===== config.mk =====
export PLATFORM = sky130hd
export DESIGN_NAME = div_flat
export DESIGN_NICKNAME = d
export VERILOG_FILES = /design/src/rtl/div_if.sv /design/src/rtl/div.sv /design/src/flat_wrapper.sv
export SDC_FILE = /design/constraint.sdc
export NUM_CORES = 1
export LEC_CHECK = 0
export CORE_MARGIN = 2
export CORE_UTILIZATION = 50
export CTS_BUF_LIST = sky130_fd_sc_hd__clkbuf_8
export CTS_CLUSTER_SIZE = 25
export DETAILED_ROUTE_END_ITERATION = 10
export GPL_TIMING_DRIVEN = 0
export PLACE_DENSITY = 0.73
export SETUP_SLACK_MARGIN = 0.1
export SLEW_MARGIN = 20
export SYNTH_ARGS = -nofsm -noshare
export SYNTH_HDL_FRONTEND = slang
export SYNTH_SLANG_ARGS = --single-unit

===== constraint.sdc =====
create_clock -name clk -period 5 [get_ports clk]
set_input_delay 1 -clock clk [delete_from_list [all_inputs] [get_ports clk]]
set_output_delay 1 -clock clk [all_outputs]
set_load 0.01 [all_outputs]

===== src/rtl/div_if.sv =====
// Start/cancel/stop handshake and operand/result bus between the execute stage and the divider.
interface div_if #(
   parameter int DATA_W = 32
);
   logic              div_start;
   logic              div_cancel;
   logic              div_signed;
   logic [DATA_W-1:0] div_op1;
   logic [DATA_W-1:0] div_op2;
   logic              div_busy;
   logic              div_stop;
   logic [DATA_W-1:0] div_quo;
   logic [DATA_W-1:0] div_rem;

   modport master (
      output div_start, div_cancel, div_signed, div_op1, div_op2,
      input  div_busy, div_stop, div_quo, div_rem
   );

   modport slave (
      input  div_start, div_cancel, div_signed, div_op1, div_op2,
      output div_busy, div_stop, div_quo, div_rem
   );
endinterface


===== src/rtl/div.sv =====
// Iterative radix-2 restoring divider for RV32M DIV/DIVU/REM/REMU, one quotient bit per cycle.
// Define DIV_FAST_SPECIAL_EN to finish divide-by-zero and signed overflow straight after start.
//
// state | meaning
// IDLE  | waiting for an accepted start
// BUSY  | one restoring iteration per cycle, DATA_W in total
// DONE  | results valid, stop pulse high for this cycle
module div #(
   parameter int DATA_W = 32
) (
   input logic clk,
   input logic rst_n,
   div_if.slave bus
);
   localparam int CW = $clog2(DATA_W) + 1;
   localparam logic [DATA_W-1:0] MIN_VAL = {1'b1, {(DATA_W-1){1'b0}}};

   typedef enum logic [1:0] {IDLE, BUSY, DONE} state_t;

   state_t            state;
   logic [CW-1:0]     cnt;
   logic [DATA_W-1:0] quo_q;
   logic [DATA_W-1:0] rem_q;
   logic [DATA_W-1:0] dvs_q;
   logic [DATA_W-1:0] op1_q;
   logic              sgn_q;
   logic              qsign_q;
   logic              rsign_q;
   logic              dbz_q;
   logic              ovf_q;
   logic              busy_q;
   logic              stop_q;

   logic [DATA_W-1:0] mag1;
   logic [DATA_W-1:0] mag2;
   logic              start_dbz;
   logic              start_ovf;
   logic [DATA_W:0]   partial;
   logic [DATA_W:0]   diff;
   logic [DATA_W-1:0] quo_out;
   logic [DATA_W-1:0] rem_out;

   always_comb begin
      mag1      = (bus.div_signed && bus.div_op1[DATA_W-1]) ? -bus.div_op1 : bus.div_op1;
      mag2      = (bus.div_signed && bus.div_op2[DATA_W-1]) ? -bus.div_op2 : bus.div_op2;
      start_dbz = (bus.div_op2 == '0);
      start_ovf = bus.div_signed && (bus.div_op1 == MIN_VAL) && (bus.div_op2 == '1);
      // rem_q < divisor always holds, so DATA_W+1 bits suffice for the sign of the trial
      partial   = {rem_q, quo_q[DATA_W-1]};
      diff      = partial - {1'b0, dvs_q};
   end

   always_ff @(posedge clk or negedge rst_n) begin
      if (!rst_n) begin
         state   <= IDLE;
         cnt     <= '0;
         quo_q   <= '0;
         rem_q   <= '0;
         dvs_q   <= '0;
         op1_q   <= '0;
         sgn_q   <= 1'b0;
         qsign_q <= 1'b0;
         rsign_q <= 1'b0;
         dbz_q   <= 1'b0;
         ovf_q   <= 1'b0;
         busy_q  <= 1'b0;
         stop_q  <= 1'b0;
      end else if (bus.div_cancel) begin
         state  <= IDLE;
         busy_q <= 1'b0;
         stop_q <= 1'b0;
      end else begin
         case (state)
            IDLE: begin
               stop_q <= 1'b0;
               if (bus.div_start) begin
                  quo_q   <= mag1;
                  dvs_q   <= mag2;
                  op1_q   <= bus.div_op1;
                  rem_q   <= '0;
                  cnt     <= '0;
                  sgn_q   <= bus.div_signed;
                  qsign_q <= bus.div_op1[DATA_W-1] ^ bus.div_op2[DATA_W-1];
                  rsign_q <= bus.div_op1[DATA_W-1];
                  dbz_q   <= start_dbz;
                  ovf_q   <= start_ovf;
                  busy_q  <= 1'b1;
                  state   <= BUSY;
`ifdef DIV_FAST_SPECIAL_EN
                  if (start_dbz || start_ovf) begin
                     state  <= DONE;
                     stop_q <= 1'b1;
                  end
`endif
               end
            end
            BUSY: begin
               if (!diff[DATA_W]) begin
                  rem_q <= diff[DATA_W-1:0];
                  quo_q <= {quo_q[DATA_W-2:0], 1'b1};
               end else begin
                  rem_q <= partial[DATA_W-1:0];
                  quo_q <= {quo_q[DATA_W-2:0], 1'b0};
               end
               cnt <= cnt + CW'(1);
               if (cnt == CW'(DATA_W - 1)) begin
                  state  <= DONE;
                  stop_q <= 1'b1;
               end
            end
            DONE: begin
               state  <= IDLE;
               busy_q <= 1'b0;
               stop_q <= 1'b0;
            end
            default: begin
               state  <= IDLE;
               busy_q <= 1'b0;
               stop_q <= 1'b0;
            end
         endcase
      end
   end

   // Sign fix-up and RISC-V special-case overrides; results hold until the next start reloads.
   always_comb begin
      quo_out = (sgn_q && qsign_q && !dbz_q) ? -quo_q : quo_q;
      rem_out = (sgn_q && rsign_q) ? -rem_q : rem_q;
      if (dbz_q) begin
         quo_out = '1;
         rem_out = op1_q;
      end else if (ovf_q) begin
         quo_out = MIN_VAL;
         rem_out = '0;
      end
   end

   assign bus.div_busy = busy_q;
   assign bus.div_stop = stop_q;
   assign bus.div_quo  = quo_out;
   assign bus.div_rem  = rem_out;
endmodule


===== src/flat_wrapper.sv =====
// flat-port wrapper written by rule: the top's interface ports become plain ports
module div_flat 
#(
   parameter int DATA_W = 32
)
  (clk, rst_n, bus_div_start, bus_div_cancel, bus_div_signed, bus_div_op1, bus_div_op2, bus_div_busy, bus_div_stop, bus_div_quo, bus_div_rem);
  div_if #(.DATA_W(DATA_W)) bus_i ();
  input logic clk;
  input logic rst_n;
  input wire logic [$bits(bus_i.div_start)-1:0] bus_div_start;
  input wire logic [$bits(bus_i.div_cancel)-1:0] bus_div_cancel;
  input wire logic [$bits(bus_i.div_signed)-1:0] bus_div_signed;
  input wire logic [$bits(bus_i.div_op1)-1:0] bus_div_op1;
  input wire logic [$bits(bus_i.div_op2)-1:0] bus_div_op2;
  output wire logic [$bits(bus_i.div_busy)-1:0] bus_div_busy;
  output wire logic [$bits(bus_i.div_stop)-1:0] bus_div_stop;
  output wire logic [$bits(bus_i.div_quo)-1:0] bus_div_quo;
  output wire logic [$bits(bus_i.div_rem)-1:0] bus_div_rem;
  assign bus_i.div_start = bus_div_start;
  assign bus_i.div_cancel = bus_div_cancel;
  assign bus_i.div_signed = bus_div_signed;
  assign bus_i.div_op1 = bus_div_op1;
  assign bus_i.div_op2 = bus_div_op2;
  assign bus_div_busy = bus_i.div_busy;
  assign bus_div_stop = bus_i.div_stop;
  assign bus_div_quo = bus_i.div_quo;
  assign bus_div_rem = bus_i.div_rem;
  div #(.DATA_W(DATA_W)) u_core (.clk(clk), .rst_n(rst_n), .bus(bus_i));
endmodule

==> results.yml <==
placement:
  place_ws_ps: 649.8
  dpl_cell_area_um2: 12690
  routabilityCongestion: 0.9602
  dp_hpwl_mm: 25.76
  numPortBuffers: 134
global_routing:
  grt_pass1_vias: 10102
  met2_usage: 0.4886
  busiest_layer: "met2"
  track_usage: 0.2784
  use_met1: 0.3495
  grt_pass1_wl_mm: 52.12
  antenna_found_initial: 0
  grt.met3_usage: 0.03337
  overflow: 0
  grt_max_degree: 75
cts:
  ctsLongestPathBuffers: 2
  cts.sinks: 142
  cts_resized: 0
  root_buffer: "clkbuf_8"
  cts_tree: "built"
  post_cts_buffers: 0
  clk_latency_ps: 460
  tritoncts.num_buffers: 17
  h-tree-depth: 4
  holdBufCountCts: 0
  cts.clk_slew.worst_paths_ps: 80
critical_path:
  cpMaxStageDelayCell: "clkdlybuf4s50_1"
  cp_num_buf_inv: 3
  crit_family: "simple AND/OR/NAND/NOR gates"
  slowest_delay_ps: 580
  worstPathCellList: "inv_1 -> ha_1 -> nand2b_1 -> nor2_1 -> nand3_1 -> or4_1 -> clkbuf_1 -> nor3_1 -> a21oi_1 -> xnor2_1 -> o21ai_0 -> clkdlybuf4s50_1"
  crit_path_start_kind: "flop"
  arrival_ps: 3810
  cp.required_ps: 4000
  worstSetupEndpointType: "output pin"
  crit_path_max_fanout: 7
  path_class: "reg2out"
timing:
  finalSetupViolCount: 0
  finalHoldViolCount: 0
  hold_ws_ps: 473.8
  slew_headroom: 0.4739
  rsz0062_at_grt: "true"
  fmaxAchievable_mhz: 207.8
  finClkSkew_ps: 9.950
  tightest_slew_ps: 786.2
  tns_ps: 0
  finalWorstSetupSlack_ps: 187.6
  final.period_utilization: 0.9625
  period_minus_slack_ps: 4812
  maxSlewViolCount: 0
drt:
  drt_iter0_markers: 677
  wl_mm: 32.79
  drc: 0
  drtPass1Iterations: 6
  via_count: 10459
  ant_nets: 0
  wl_per_cell_um: 17.95
  viasPerCell: 5.725
logic_synthesis:
  yosysWarningCount: 0
  synth_seq_cells: 142
  syn_nets: 1488
  synth_ff_type: "dfrtp_1"
  syn_area_um2: 10950
  synthArstFlopShare: 1.000
  avgSynthCellArea_um2: 7.935
  syn-instance-count: 1380
  yosysSeqAreaShare: 0.3245
  ys_types: 70
  synth-edff-count: 0
cells_and_area:
  ff_latch_area_um2: 3553
  drive_gt1_frac: 0.05042
  num-nets-final: 1643
  multi_input_area_um2: 6923
  final_area_um2: 13120
  final_util: 0.6051
  syn_to_final_growth_pct: 19.84
  diodes: 0
  fillCellCount: 1976
pwr:
  powerDensity_nw_per_um2: 523.3
  ir_drop_mv: 0.2567
  p_leak_uw: 0.005706
run_status:
  status: "completed"
floorplanning:
  rows: 54
  die_w_um: 152.0
  die_h_um: 152.0
  fp.coreArea_um2: 21690
  start_util: 0.5049
  io_pins: 135
  dieArea_um2: 23100
worst_hold_path:
  hp-class: "in2async"
job:
  max_cap_viol_count: 0
[final cells by class]
cell class,count,area share
Multi-Input combinational cell,1109,0.5276
Inverter,57,0.01630
Sequential cell,142,0.2708
Buffer,72,0.02260
Clock buffer,19,0.01993
Timing Repair Buffer,136,0.1051
Tap cell,280,0.02670
Clock inverter,12,0.01106
[layer usage]
layer / routed length, µm / share of wire / vias to the layer above
met5: 0 / 0 / -
met4: 1022 / 0.031 / 0
met3: 1803 / 0.055 / 73
met2: 16190 / 0.49 / 377
met1: 13780 / 0.42 / 4868
li1: - / - / 5141
[flip-flops by register name, summed over array words and instances (netlist names)]
register,flops
u_core.qsign_q,1
u_core.bus.div_busy,1
u_core.dbz_q,1
u_core.state,2
u_core.rem_q,32
u_core.sgn_q,1
u_core.cnt,6
u_core.quo_q,32
u_core.op1_q,31
u_core.rsign_q,1
u_core.bus.div_stop,1
u_core.ovf_q,1
u_core.dvs_q,32
[logic make-up (layout without fill, tap and decap cells)]
group           Yosys count  count (layout)  share of synthesized area
buf+inv                 129             296                    0.04662
flops                   142             142                     0.3245
mux                      12              12                    0.01108
xor+xnor                149             149                     0.1226
fa+ha+maj                39              39                    0.04525
compound gates          385             385                     0.2262
simple gates            524             524                     0.2237
[final timing paths]
path / start / slack, ps / endpoint / cells past startpoint
worst max-delay path: u_core.rem_q[0] / 190 / bus_div_rem[30] / 12
worst min-delay path: rst_n / 470 / u_core.quo_q[11] / 1
worst max register to register: u_core.quo_q[31] / 1380 / u_core.rem_q[14] / 12
worst min register to register: u_core.op1_q[19] / 480 / u_core.op1_q[19] / 2
max in group asynchronous: rst_n / 3750 / u_core.dvs_q[6] / 2
min in group clk: u_core.op1_q[19] / 480 / u_core.op1_q[19] / 2
[power by group]
part | switching (µW) | leakage, µW | total [µW] | internal (µW)
clock network | 468 | 0.000205 | 979 | 512
logic | 2280 | 0.00369 | 4120 | 1840
registers | 373 | 0.00182 | 1770 | 1400
[Yosys cell counts (7+ instances only)]
cell      instances  area share
nor4_1           13      0.0074
nand2_1         287       0.098
dfrtp_1         142        0.32
nand2b_1         15      0.0086
ha_1             38       0.043
nand3_1          46       0.021
a21o_1           45       0.031
clkbuf_1         58       0.020
nor2_1           68       0.023
mux2i_1          11       0.010
nand4_1          13      0.0074
a21oi_1          76       0.035
o311ai_2         13       0.019
or3_1             8      0.0046
a31oi_1          14      0.0080
or4_1            10      0.0069
inv_1            57       0.020
o41ai_1           7      0.0056
xnor2_1          87       0.070
o31ai_1          19       0.013
o21a_1            7      0.0048
buf_1             8      0.0027
nor3_1           21      0.0096
xor2_1           60       0.048
and2_1            7      0.0040
o21ai_0         157       0.072
[through the flow]
stage | instances | power [µW]
finish | 1827 | 6867
detailed placement | 1796 | 5809
global route | 1827 | 7319
floorplan | 1380 | 4372
global placement | 1794 | 5725
CTS | 1827 | 6804
[layout by cell type (no fill, tap or decap), types with 4 or more instances in the layout]
cell / instances
o211ai_1: 4
ha_1: 38
mux2i_1: 11
xor2_1: 60
clkbuf_1: 58
nand3_1: 46
nor2_1: 68
buf_1: 8
o21ai_1: 5
nor3_1: 21
a21oi_1: 76
nor4_1: 11
o311ai_1: 4
clkinv_2: 4
dfrtp_1: 142
inv_1: 58
nand4_1: 13
o21ai_0: 155
o21a_1: 7
a21o_1: 45
or4_1: 10
nand2b_1: 15
clkdlybuf4s50_1: 133
nand3b_1: 4
o311ai_0: 4
or2_2: 5
nand2_1: 287
nor4_4: 5
o311ai_2: 13
nor2b_1: 5
a31oi_1: 14
a32oi_1: 5
o31ai_1: 19
xnor2_1: 87
clkbuf_8: 19
and2_1: 7
and3_1: 5
o41ai_1: 7
or3_1: 8
Note: power is estimated with default switching activity, not from simulation.
